**src/rtl/rx_pkt_pkg.sv**
```systemverilog
`default_nettype none
// ============================================================================
// Module      : rx_pkt_pkg
// Description : Shared types for the packet receive controller: FSM state
//               encoding and error-cause codes.
// Revision    : 1.0 - initial release
// ============================================================================
package rx_pkt_pkg;

  typedef enum logic [3:0] {
    IDLE     = 4'd0,
    SYNC     = 4'd1,
    SYNC_CHK = 4'd2,
    RECV     = 4'd3,
    WRITE    = 4'd4,
    CHK      = 4'd5,
    EOP1     = 4'd6,
    ERR      = 4'd7,
    ERR_WAIT = 4'd8,
    ERR_EOP  = 4'd9
  } state_t;

  localparam logic [2:0] ERR_NONE      = 3'd0;
  localparam logic [2:0] ERR_BAD_SYNC  = 3'd1;
  localparam logic [2:0] ERR_EARLY_EOP = 3'd2;
  localparam logic [2:0] ERR_OVERFLOW  = 3'd3;
  localparam logic [2:0] ERR_TOO_LONG  = 3'd4;
  localparam logic [2:0] ERR_TOO_SHORT = 3'd5;

endpackage
`default_nettype wire

```
**src/rtl/rx_pkt_ctrl_if.sv**
```systemverilog
`default_nettype none
// ============================================================================
// Module      : rx_pkt_ctrl_if
// Description : Bundle between the line-side detectors / FIFO and the receive
//               controller. The master drives line events, the slave (the
//               controller) drives FIFO control and status.
// Revision    : 1.0 - initial release
// ============================================================================
interface rx_pkt_ctrl_if #(
  parameter int DATA_W = 8,
  parameter int CNT_W  = 7
);
  logic              d_edge;
  logic              eop;
  logic              shift_enable;
  logic [DATA_W-1:0] rcv_data;
  logic              byte_received;
  logic              fifo_full;
  logic              rcving;
  logic              w_enable;
  logic              flush;
  logic              r_error;
  logic [2:0]        err_code;
  logic              pkt_done;
  logic [CNT_W-1:0]  byte_count;

  modport master (
    output d_edge, eop, shift_enable, rcv_data, byte_received, fifo_full,
    input  rcving, w_enable, flush, r_error, err_code, pkt_done, byte_count
  );

  modport slave (
    input  d_edge, eop, shift_enable, rcv_data, byte_received, fifo_full,
    output rcving, w_enable, flush, r_error, err_code, pkt_done, byte_count
  );
endinterface
`default_nettype wire

```
**src/rtl/rx_byte_counter.sv**
```systemverilog
`default_nettype none
// ============================================================================
// Module      : rx_byte_counter
// Description : Payload word counter with synchronous clear; saturates at
//               MAX_BYTES so it can never wrap.
// Revision    : 1.0 - initial release
// ============================================================================
module rx_byte_counter #(
  parameter int MAX_BYTES = 64,
  parameter int CNT_W     = $clog2(MAX_BYTES + 1)
) (
  input  logic             clk,
  input  logic             rst,
  input  logic             clear,
  input  logic             inc,
  output logic [CNT_W-1:0] count
);

  localparam logic [CNT_W-1:0] MAX_CNT = CNT_W'(MAX_BYTES);

  // Count written words; clear wins over increment, stop at the ceiling.
  always_ff @(posedge clk) begin
    if (rst || clear) begin
      count <= '0;
    end else if (inc && (count != MAX_CNT)) begin
      count <= count + 1'b1;
    end
  end

endmodule
`default_nettype wire

```
**src/rtl/rx_pkt_ctrl.sv**
```systemverilog
`default_nettype none
// ============================================================================
// Module      : rx_pkt_ctrl
// Description : Receive control unit. Checks the sync word, gates FIFO writes
//               per payload word, enforces min/max length, detects FIFO
//               overflow and reports an encoded error cause.
// Revision    : 1.0 - initial release
// ============================================================================
module rx_pkt_ctrl
  import rx_pkt_pkg::*;
#(
  parameter int                DATA_W       = 8,
  parameter logic [DATA_W-1:0] SYNC_PATTERN = 8'h80,
  parameter int                MIN_BYTES    = 1,
  parameter int                MAX_BYTES    = 64,
  parameter int                CNT_W        = $clog2(MAX_BYTES + 1)
) (
  input  logic         clk,
  input  logic         rst,
  rx_pkt_ctrl_if.slave bus
);

  localparam logic [CNT_W-1:0] MIN_CNT = CNT_W'(MIN_BYTES);
  localparam logic [CNT_W-1:0] MAX_CNT = CNT_W'(MAX_BYTES);

  state_t           state;
  state_t           state_nxt;
  logic             pkt_start;
  logic             code_load;
  logic [2:0]       code_val;
  logic             sticky_set;
  logic             done_set;
  logic             err_sticky;
  logic [2:0]       err_cause;
  logic             done_pulse;
  logic [CNT_W-1:0] byte_count;

  // State register.
  always_ff @(posedge clk) begin
    if (rst) begin
      state <= IDLE;
    end else begin
      state <= state_nxt;
    end
  end

  // Next-state decode plus the side effects that load the status registers.
  always_comb begin
    state_nxt  = state;
    pkt_start  = 1'b0;
    code_load  = 1'b0;
    code_val   = ERR_NONE;
    sticky_set = 1'b0;
    done_set   = 1'b0;
    case (state)
      IDLE: begin
        if (bus.d_edge) begin
          pkt_start = 1'b1;
          state_nxt = SYNC;
        end
      end
      SYNC: begin
        if (bus.byte_received) state_nxt = SYNC_CHK;
      end
      SYNC_CHK: begin
        if (bus.rcv_data == SYNC_PATTERN) begin
          state_nxt = RECV;
        end else begin
          state_nxt = ERR;
          code_load = 1'b1;
          code_val  = ERR_BAD_SYNC;
        end
      end
      RECV: begin
        // Line-level EOP outranks any word event in the same cycle.
        if (bus.eop && bus.shift_enable) begin
          state_nxt = ERR;
          code_load = 1'b1;
          code_val  = ERR_EARLY_EOP;
        end else if (bus.byte_received && bus.fifo_full) begin
          state_nxt = ERR;
          code_load = 1'b1;
          code_val  = ERR_OVERFLOW;
        end else if (bus.byte_received && (byte_count == MAX_CNT)) begin
          state_nxt = ERR;
          code_load = 1'b1;
          code_val  = ERR_TOO_LONG;
        end else if (bus.byte_received) begin
          state_nxt = WRITE;
        end
      end
      WRITE: begin
        state_nxt = CHK;
      end
      CHK: begin
        if (bus.shift_enable && bus.eop) begin
          state_nxt = EOP1;
        end else if (bus.shift_enable) begin
          state_nxt = RECV;
        end
      end
      EOP1: begin
        if (!bus.eop && bus.shift_enable) begin
          state_nxt = IDLE;
          // A short packet is reported but not flushed; the host drops it.
          if (byte_count < MIN_CNT) begin
            code_load  = 1'b1;
            code_val   = ERR_TOO_SHORT;
            sticky_set = 1'b1;
          end else begin
            done_set = 1'b1;
          end
        end
      end
      ERR: begin
        sticky_set = 1'b1;
        state_nxt  = ERR_WAIT;
      end
      ERR_WAIT: begin
        if (bus.eop && bus.shift_enable) state_nxt = ERR_EOP;
      end
      ERR_EOP: begin
        if (!bus.eop && bus.shift_enable) state_nxt = IDLE;
      end
      default: begin
        state_nxt = IDLE;
      end
    endcase
  end

  // Sticky error flag, error cause and the one-cycle done pulse.
  always_ff @(posedge clk) begin
    if (rst) begin
      err_sticky <= 1'b0;
      err_cause  <= ERR_NONE;
      done_pulse <= 1'b0;
    end else begin
      done_pulse <= done_set;
      if (pkt_start) begin
        err_sticky <= 1'b0;
        err_cause  <= ERR_NONE;
      end else begin
        if (sticky_set) err_sticky <= 1'b1;
        if (code_load)  err_cause  <= code_val;
      end
    end
  end

  rx_byte_counter #(
    .MAX_BYTES (MAX_BYTES),
    .CNT_W     (CNT_W)
  ) u_byte_counter (
    .clk   (clk),
    .rst   (rst),
    .clear (pkt_start),
    .inc   (state == WRITE),
    .count (byte_count)
  );

  assign bus.rcving     = (state != IDLE);
  assign bus.w_enable   = (state == WRITE);
  assign bus.flush      = (state == ERR);
  assign bus.r_error    = err_sticky || (state inside {ERR, ERR_WAIT, ERR_EOP});
  assign bus.err_code   = err_cause;
  assign bus.pkt_done   = done_pulse;
  assign bus.byte_count = byte_count;

endmodule
`default_nettype wire

```
**src/flat_wrapper.sv**
```systemverilog
// flat-port wrapper written by rule: the top's interface ports become plain ports
module rx_pkt_ctrl_flat import rx_pkt_pkg::*;
#(
  parameter int                DATA_W       = 8,
  parameter logic [DATA_W-1:0] SYNC_PATTERN = 8'h80,
  parameter int                MIN_BYTES    = 1,
  parameter int                MAX_BYTES    = 64,
  parameter int                CNT_W        = $clog2(MAX_BYTES + 1)
)
  (clk, rst, bus_d_edge, bus_eop, bus_shift_enable, bus_rcv_data, bus_byte_received, bus_fifo_full, bus_rcving, bus_w_enable, bus_flush, bus_r_error, bus_err_code, bus_pkt_done, bus_byte_count);
  rx_pkt_ctrl_if #(.DATA_W(DATA_W), .CNT_W(CNT_W)) bus_i ();
  input  logic clk;
  input  logic rst;
  input wire logic [$bits(bus_i.d_edge)-1:0] bus_d_edge;
  input wire logic [$bits(bus_i.eop)-1:0] bus_eop;
  input wire logic [$bits(bus_i.shift_enable)-1:0] bus_shift_enable;
  input wire logic [$bits(bus_i.rcv_data)-1:0] bus_rcv_data;
  input wire logic [$bits(bus_i.byte_received)-1:0] bus_byte_received;
  input wire logic [$bits(bus_i.fifo_full)-1:0] bus_fifo_full;
  output wire logic [$bits(bus_i.rcving)-1:0] bus_rcving;
  output wire logic [$bits(bus_i.w_enable)-1:0] bus_w_enable;
  output wire logic [$bits(bus_i.flush)-1:0] bus_flush;
  output wire logic [$bits(bus_i.r_error)-1:0] bus_r_error;
  output wire logic [$bits(bus_i.err_code)-1:0] bus_err_code;
  output wire logic [$bits(bus_i.pkt_done)-1:0] bus_pkt_done;
  output wire logic [$bits(bus_i.byte_count)-1:0] bus_byte_count;
  assign bus_i.d_edge = bus_d_edge;
  assign bus_i.eop = bus_eop;
  assign bus_i.shift_enable = bus_shift_enable;
  assign bus_i.rcv_data = bus_rcv_data;
  assign bus_i.byte_received = bus_byte_received;
  assign bus_i.fifo_full = bus_fifo_full;
  assign bus_rcving = bus_i.rcving;
  assign bus_w_enable = bus_i.w_enable;
  assign bus_flush = bus_i.flush;
  assign bus_r_error = bus_i.r_error;
  assign bus_err_code = bus_i.err_code;
  assign bus_pkt_done = bus_i.pkt_done;
  assign bus_byte_count = bus_i.byte_count;
  rx_pkt_ctrl #(.DATA_W(DATA_W), .SYNC_PATTERN(SYNC_PATTERN), .MIN_BYTES(MIN_BYTES), .MAX_BYTES(MAX_BYTES), .CNT_W(CNT_W)) u_core (.clk(clk), .rst(rst), .bus(bus_i));
endmodule
```
**config.mk**
```make
export PLATFORM = sky130hd
export DESIGN_NAME = rx_pkt_ctrl_flat
export DESIGN_NICKNAME = d
export VERILOG_FILES = /design/src/rtl/rx_pkt_pkg.sv /design/src/rtl/rx_pkt_ctrl_if.sv /design/src/rtl/rx_byte_counter.sv /design/src/rtl/rx_pkt_ctrl.sv /design/src/flat_wrapper.sv
export SDC_FILE = /design/constraint.sdc
export NUM_CORES = 1
export LEC_CHECK = 0
export BUFFER_PORTS_ARGS = -buffer_cell sky130_fd_sc_hd__buf_2
export CAP_MARGIN = 20
export CORE_MARGIN = 2
export CORE_UTILIZATION = 50
export DETAILED_ROUTE_END_ITERATION = 10
export MAX_ROUTING_LAYER = met4
export PLACE_DENSITY = 0.77
export SETUP_SLACK_MARGIN = 0.05
export SLEW_MARGIN = 15
export SYNTH_ARGS = -nofsm -noshare
export SYNTH_HDL_FRONTEND = slang
export SYNTH_HIERARCHICAL = 1
export SYNTH_SLANG_ARGS = --single-unit
```
**constraint.sdc**
```tcl
create_clock -name clk -period 1.95 [get_ports clk]
set_input_delay 0.39 -clock clk [delete_from_list [all_inputs] [get_ports clk]]
set_output_delay 0.39 -clock clk [all_outputs]
set_load 0.03 [all_outputs]
```
==> results of run 1 <==
## state kept, by name (all words and copies together), names as in the netlist
register and count:
u_core/err_sticky 1, u_core/state 4, u_core/u_byte_counter/count 7, u_core/bus.err_code 3
u_core/bus.pkt_done 1
## synthesized netlist by cell type (3+ instances only)
cell / n
a21oi_1: 10
dfxtp_1: 16
inv_1: 4
nand2_1: 15
nand2b_1: 4
nand3_1: 4
nand4_1: 3
nor2_1: 16
nor3_1: 3
nor4_1: 4
o21ai_0: 4
o21ai_1: 3
or3_1: 3
## final cells by class
| cell class | instances | area share, % |
|---|---|---|
| clock buffer | 4 | 2.86 |
| tap | 27 | 2.66 |
| sequential | 16 | 26.2 |
| timing repair buffer | 29 | 11.4 |
| multi-input combinational | 110 | 55.6 |
| inverter | 4 | 1.18 |
## stage by stage
step,hold slack (ns),total power [mW],util [%],worst slack [ns],cells
3_5_place_dp,0.457,1.04,61.3,0.141,186
3_3_place_gp,0.457,1.03,61.3,0.195,186
2_1_floorplan,0.449,0.915,-,0.0648,134
6_report,0.372,1.28,64.0,0.122,190
5_1_grt,0.369,1.38,64.0,0.0435,190
4_1_cts,0.370,1.27,63.4,0.0505,190
## path summary, 6_finish.rpt
check                                                                   end                           startpoint  cells after the start  slack, ns
worst max-delay path                                            bus_r_error         u_core/state[3]$_SDFFE_PP0P_                      4       0.12
worst min-delay path                           u_core/state[0]$_SDFFE_PP0P_                                  rst                      2       0.37
worst max register to register  u_core/u_byte_counter/count[5]$_SDFFE_PP0P_         u_core/state[3]$_SDFFE_PP0P_                      5       0.29
worst min register to register          u_core/bus.err_code[0]$_SDFFE_PP0P_  u_core/bus.err_code[0]$_SDFFE_PP0P_                      2       0.47
## cells in the final DEF (no fill, tap or decap), types with 2 or more instances in the layout
master,netlist,final
nand2b_1,4,4
nand2_1,15,15
nor2b_1,2,2
dfxtp_1,16,12
buf_2,2,29
nor2_2,0,2
nand4_1,3,3
inv_1,4,4
nor4_1,4,4
o21ai_0,4,4
nand3_1,4,4
or3_1,3,3
nor2_1,16,14
ha_1,2,2
dfxtp_4,0,3
nor3b_1,2,2
xor2_1,2,2
o21ai_1,3,3
clkbuf_4,0,3
or2_2,2,2
and3_1,2,2
a21oi_1,10,10
mux2i_1,2,2
nor4b_1,2,2
nor3_1,3,3
## worst max-delay path, cell delays in order (launching register included)
cell,delay (ns)
dfxtp_4,0.45
nand2b_1,0.18
nor2_2,0.08
a211o_1,0.26
buf_2,0.17
## per-layer routing
| layer | vias up | wire length, um | GRT usage [%] |
|---|---|---|---|
| li1 | 554 | - | - |
| met4 | 0 | 35 | 8.80 |
| met5 | - | 0 | - |
| met2 | 39 | 1210 | 36.6 |
| met1 | 538 | 1160 | 28.9 |
| met3 | 6 | 145 | 4.24 |
## where the power goes
| group | internal, mW | leakage (nW) | switching (mW) | total (mW) |
|---|---|---|---|---|
| Combinational | 0.235 | 0.366 | 0.343 | 0.578 |
| Clock | 0.114 | 0.0210 | 0.111 | 0.225 |
| Sequential | 0.379 | 0.132 | 0.102 | 0.481 |
| Total | 0.727 | 0.519 | 0.557 | 1.28 |
## logic make-up (layout without fill, tap and decap cells)
family	Yosys count	after routing	synth area share, %
AO/OA/AOI/OAI	32	32	21.6
AND/OR/NAND/NOR	72	72	38.6
adder cells (fa/ha/maj)	2	2	2.36
XOR/XNOR	2	2	1.65
multiplexers	2	2	1.89
flip-flops	16	16	30.2
buffers and inverters	8	37	3.77
==> impl_metrics.env, run 1 <==
export IMPL_portBuffers=29
export IMPL_ant_nets=0
export IMPL_die_h_um=50.1
export IMPL_required_ns=1.56
export IMPL_cts_buffers_inserted=3
export IMPL_boundaryPins=30
export IMPL_status="finished, final reports clean"
export IMPL_synthFlopType="dfxtp_1"
export IMPL_fin_crit_sh_pct=93.7
export IMPL_grt_pass1_wl_mm=4.40
export IMPL_viasPerCell=5.98
export IMPL_critPathCaptureType="output pin"
export IMPL_place_congestion=0.900
export IMPL_synth_top_cell_area_share_pct=30.2
export IMPL_clock_sinks=16
export IMPL_grt_overflow=0
export IMPL_maxCapViolCount=0
export IMPL_seq_area_um2=333
export IMPL_cts_tree="built"
export IMPL_core_mm2=0.00198
export IMPL_fin_tns_setup_ns=0
export IMPL_netlist_area_mm2=0.00106
export IMPL_slew_violations=0
export IMPL_hold_violations=0
export IMPL_vias=1137
export IMPL_yosys_top_cells_area="dfxtp_1, nor2_1, nand2_1"
export IMPL_synthCells=134
export IMPL_maxSlewHeadroom_pct=73.3
export IMPL_synth_seq_cells=16
export IMPL_clk_pin_slew_worst_paths_ns=0.10
export IMPL_critPathArrivalTime_ns=1.44
export IMPL_ctsHtreeMaxLevel=1
export IMPL_min_period_ns=1.83
export IMPL_dp_final_hpwl_mm=1.91
export IMPL_dr_pass1_iters=4
export IMPL_rows=16
export IMPL_avgSynthCellArea_um2=7.92
export IMPL_async_flop_share_pct=0
export IMPL_grt_pass1_vias=1040
export IMPL_drtIter0Drc=42
export IMPL_die_x_um=50.1
export IMPL_synth_cell_types=48
export IMPL_routed_wl_mm=2.56
export IMPL_cts_setup_buffers=0
export IMPL_critPathMaxFanout=15
export IMPL_cts_resized=4
export IMPL_drc_errors=0
export IMPL_start_kind="register"
export IMPL_yosys_area_top_type="dfxtp_1"
export IMPL_design_die_area_mm2=0.00251
export IMPL_grt_max_degree=17
export IMPL_drive_gt1_share_pct=31.9
export IMPL_clk_path_buf_depth=2
export IMPL_max_vdd_ir_drop_mv=0.662
export IMPL_yosysWarningCount=6
export IMPL_wire_per_inst_um=13.5
export IMPL_synth_edff_count=0
export IMPL_powerDensity_mw_per_mm2=1010
export IMPL_hold_class="in2reg"
export IMPL_rsz0062_at_grt="no"
export IMPL_post_route_cell_area_mm2=0.00127
export IMPL_ys_seq_area_share_pct=30.2
export IMPL_clock_latency_ns=0.29
export IMPL_power_leakage_nw=0.519
export IMPL_dpl_cell_area_mm2=0.00121
export IMPL_cts_hold_buf=0
export IMPL_area_growth_pct=19.6
export IMPL_finClkSkew_ns=0.00754
export IMPL_multi_input_area_um2=706
export IMPL_antenna_found_initial=0
export IMPL_diodes=0
export IMPL_grt_util_all_layers_pct=23.1
export IMPL_fmax_mhz=547
export IMPL_num_fill_cells=188
export IMPL_synth_nets=151
export IMPL_worstMarginPinSlew_ns=0.397
export IMPL_cts_root_buffer="clkbuf_4"
export IMPL_start_util_pct=53.5
export IMPL_nNetsFinal=181
export IMPL_worstSetupPathType="reg2out"
export IMPL_setup_viol=0
(Power assumes the default switching activity.)
==> run 2: changes to the inputs <==
--- a/config.mk
+++ b/config.mk
@@ -9,8 +9,8 @@
 export CAP_MARGIN = 20
 export CORE_MARGIN = 2
-export CORE_UTILIZATION = 50
+export CORE_UTILIZATION = 45
 export DETAILED_ROUTE_END_ITERATION = 10
 export MAX_ROUTING_LAYER = met4
-export PLACE_DENSITY = 0.77
+export PLACE_DENSITY = 0.71
 export SETUP_SLACK_MARGIN = 0.05
 export SLEW_MARGIN = 15
==> constraint.sdc (replaced) <==
create_clock -name clk -period 1.95 [get_ports clk]
set_input_delay 0.195 -clock clk [delete_from_list [all_inputs] [get_ports clk]]
set_output_delay 0.195 -clock clk [all_outputs]
set_load 0.03 [all_outputs]
==> run 2 against run 1 <==
Maximum frequency increased by 3.2%. Non-clock buffer count increased by 1. Largest power group unchanged. Register-to-register slack got worse by 0.04 ns. Final area decreased by 0.20%. Flip-flop and latch count unchanged. Largest cell class unchanged. Final cell count increased by 1.1%. First-iteration DRC count decreased by 33%. Worst hold slack got worse by 0.20 ns. Critical path type unchanged. Critical endpoint unchanged. Via count increased by 0.18%. Count of clock-buffer cells in the layout unchanged.
==> impl_metrics.env, run 2 (synthesis results as in run 1) <==
export IMPL_hold_violations=0
export IMPL_power_leakage_nw=0.523
export IMPL_utilization_pct=57.2
export IMPL_diodes=0
export IMPL_core_mm2=0.00221
export IMPL_clk_path_buf_depth=2
export IMPL_final_cell_mix="buf_2, nand2_1, nor2_1"
export IMPL_die_h_um=52.6
export IMPL_maxSlewHeadroom_pct=70.8
export IMPL_hold_start="rst"
export IMPL_design_die_area_mm2=0.00276
export IMPL_drc_errors=0
export IMPL_required_ns=1.75
export IMPL_drive_gt1_share_pct=31.1
export IMPL_powerDensity_mw_per_mm2=1020
export IMPL_maxCapViolCount=0
export IMPL_dp_final_hpwl_mm=2.14
export IMPL_cts_buffers_inserted=3
export IMPL_status="finished, final reports clean"
export IMPL_fin_tns_setup_ns=0
export IMPL_grt_pass1_vias=1046
export IMPL_dpl_cell_count=188
export IMPL_cts_tree="built"
export IMPL_critPathArrivalTime_ns=1.58
export IMPL_grt_overflow=0
export IMPL_hold_slack_ns=0.175
export IMPL_area_growth_pct=19.3
export IMPL_dr_pass1_iters=4
export IMPL_crit_path_top_delay_cell="dfxtp_1"
export IMPL_cts_hold_buf=0
export IMPL_fmax_mhz=565
export IMPL_start_util_pct=48.0
export IMPL_place_congestion=0.907
export IMPL_fin_crit_sh_pct=90.8
export IMPL_vias=1139
export IMPL_multi_input_area_um2=703
export IMPL_num_fill_cells=227
export IMPL_clock_latency_ns=0.30
export IMPL_boundaryPins=30
export IMPL_routed_wl_mm=2.81
export IMPL_portBuffers=29
export IMPL_grt_util_all_layers_pct=23.3
export IMPL_min_period_ns=1.77
export IMPL_r2r_end="u_core/bus.err_code[2]$_SDFFE_PP0P_"
export IMPL_drtIter0Drc=28
export IMPL_hold_path_end="u_core/state[3]$_SDFFE_PP0P_"
export IMPL_max_vdd_ir_drop_mv=0.643
export IMPL_largest_reg_flops=7
export IMPL_clk_pin_slew_worst_paths_ns=0.10
export IMPL_setup_viol=0
export IMPL_worstSetupPathType="reg2out"
export IMPL_die_x_um=52.6
export IMPL_seq_area_um2=324
export IMPL_ant_nets=0
export IMPL_finClkSkew_ns=0.00214
export IMPL_ctsHtreeMaxLevel=1
export IMPL_final_common_cell="buf_2"
export IMPL_r2r_cells=6
export IMPL_grt_max_degree=16
export IMPL_r2r_start="u_core/state[2]$_SDFFE_PP0P_"
export IMPL_viasPerCell=5.93
export IMPL_nNetsFinal=182
export IMPL_crit_chain="nand2b_1 -> nor2_1 -> a211o_1 -> buf_2"
export IMPL_r2r_slack_ns=0.25
export IMPL_cts_root_buffer="clkbuf_4"
export IMPL_rows=17
export IMPL_clock_sinks=16
export IMPL_grt_pass1_wl_mm=4.62
export IMPL_power_total_mw=1.30
export IMPL_instances_no_fill=192
export IMPL_top_register="u_core/u_byte_counter/count"
export IMPL_antenna_found_initial=0
export IMPL_worstMarginPinSlew_ns=0.434
export IMPL_holdPathStages=2
export IMPL_rsz0062_at_grt="no"
export IMPL_wire_per_inst_um=14.6
export IMPL_start_kind="register"
export IMPL_max_stage_delay_ns=0.55
export IMPL_hold_class="in2reg"
export IMPL_critPathCaptureType="output pin"
export IMPL_slew_violations=0
export IMPL_critPathMaxFanout=11
[run 2: layer usage]
| metal | track usage (%) | share of wire, % | vias up |
|---|---|---|---|
| met4 | 12.0 | 2.5 | 0 |
| met1 | 25.2 | 42 | 531 |
| met2 | 41.3 | 49 | 46 |
| li1 | - | - | 555 |
| met3 | 3.43 | 6.4 | 7 |
| met5 | - | 0 | - |
[run 2: report_power, final]
| part | switching, mW | internal [mW] |
|---|---|---|
| Clock | 0.116 | 0.114 |
| Combinational | 0.364 | 0.241 |
| Sequential | 0.0888 | 0.372 |
| Total | 0.570 | 0.728 |
[run 2: worst max-delay path by stage]
| stage | from | end | cells past startpoint |
|---|---|---|---|
| final | u_core/state[1]$_SDFFE_PP0P_ | bus_r_error | 4 |
| after global routing | u_core/state[1]$_SDFFE_PP0P_ | bus_r_error | 4 |
| after CTS | u_core/state[3]$_SDFFE_PP0P_ | bus_r_error | 4 |
| after detailed placement | u_core/state[3]$_SDFFE_PP0P_ | u_core/u_byte_counter/count[5]$_SDFFE_PP0P_ | 5 |
| after global placement | u_core/state[3]$_SDFFE_PP0P_ | u_core/u_byte_counter/count[6]$_SDFFE_PP0P_ | 5 |
| after floorplan | u_core/state[1]$_SDFFE_PP0P_ | u_core/u_byte_counter/count[5]$_SDFFE_PP0P_ | 6 |
[run 2: timing repair]
| item | 4_1_cts | 5_1_grt |
|---|---|---|
| setup endpoints to repair | 1 | 6 |
| setup buffers | 0 | 0 |
| gates resized for setup | 1 | 3 |
| gates cloned | 0 | 0 |
| pin swaps | 0 | 0 |
[run 2: worst max-delay path: cells and delay by family (launching register included)]
family                 cells  cell delay [ns]
AO/OA/AOI/OAI              1             0.15
buffers and inverters      1             0.19
flip-flops                 1             0.55
AND/OR/NAND/NOR            2             0.40
[run 2: area by class of cell]
type	count	share of cell area, %
multi-input combinational	110	55.5
sequential	16	25.6
timing repair buffer	30	12.1
clock buffer	4	2.87
tap	28	2.77
inverter	4	1.19
[run 2: metrics by stage]
step | cell area, um^2 | setup slack (ns)
after floorplan | 1060 | 0.186
after global placement | 1220 | 0.202
after detailed placement | 1220 | 0.170
after CTS | 1260 | 0.0684
after global routing | 1270 | 0.0644
final | 1270 | 0.179
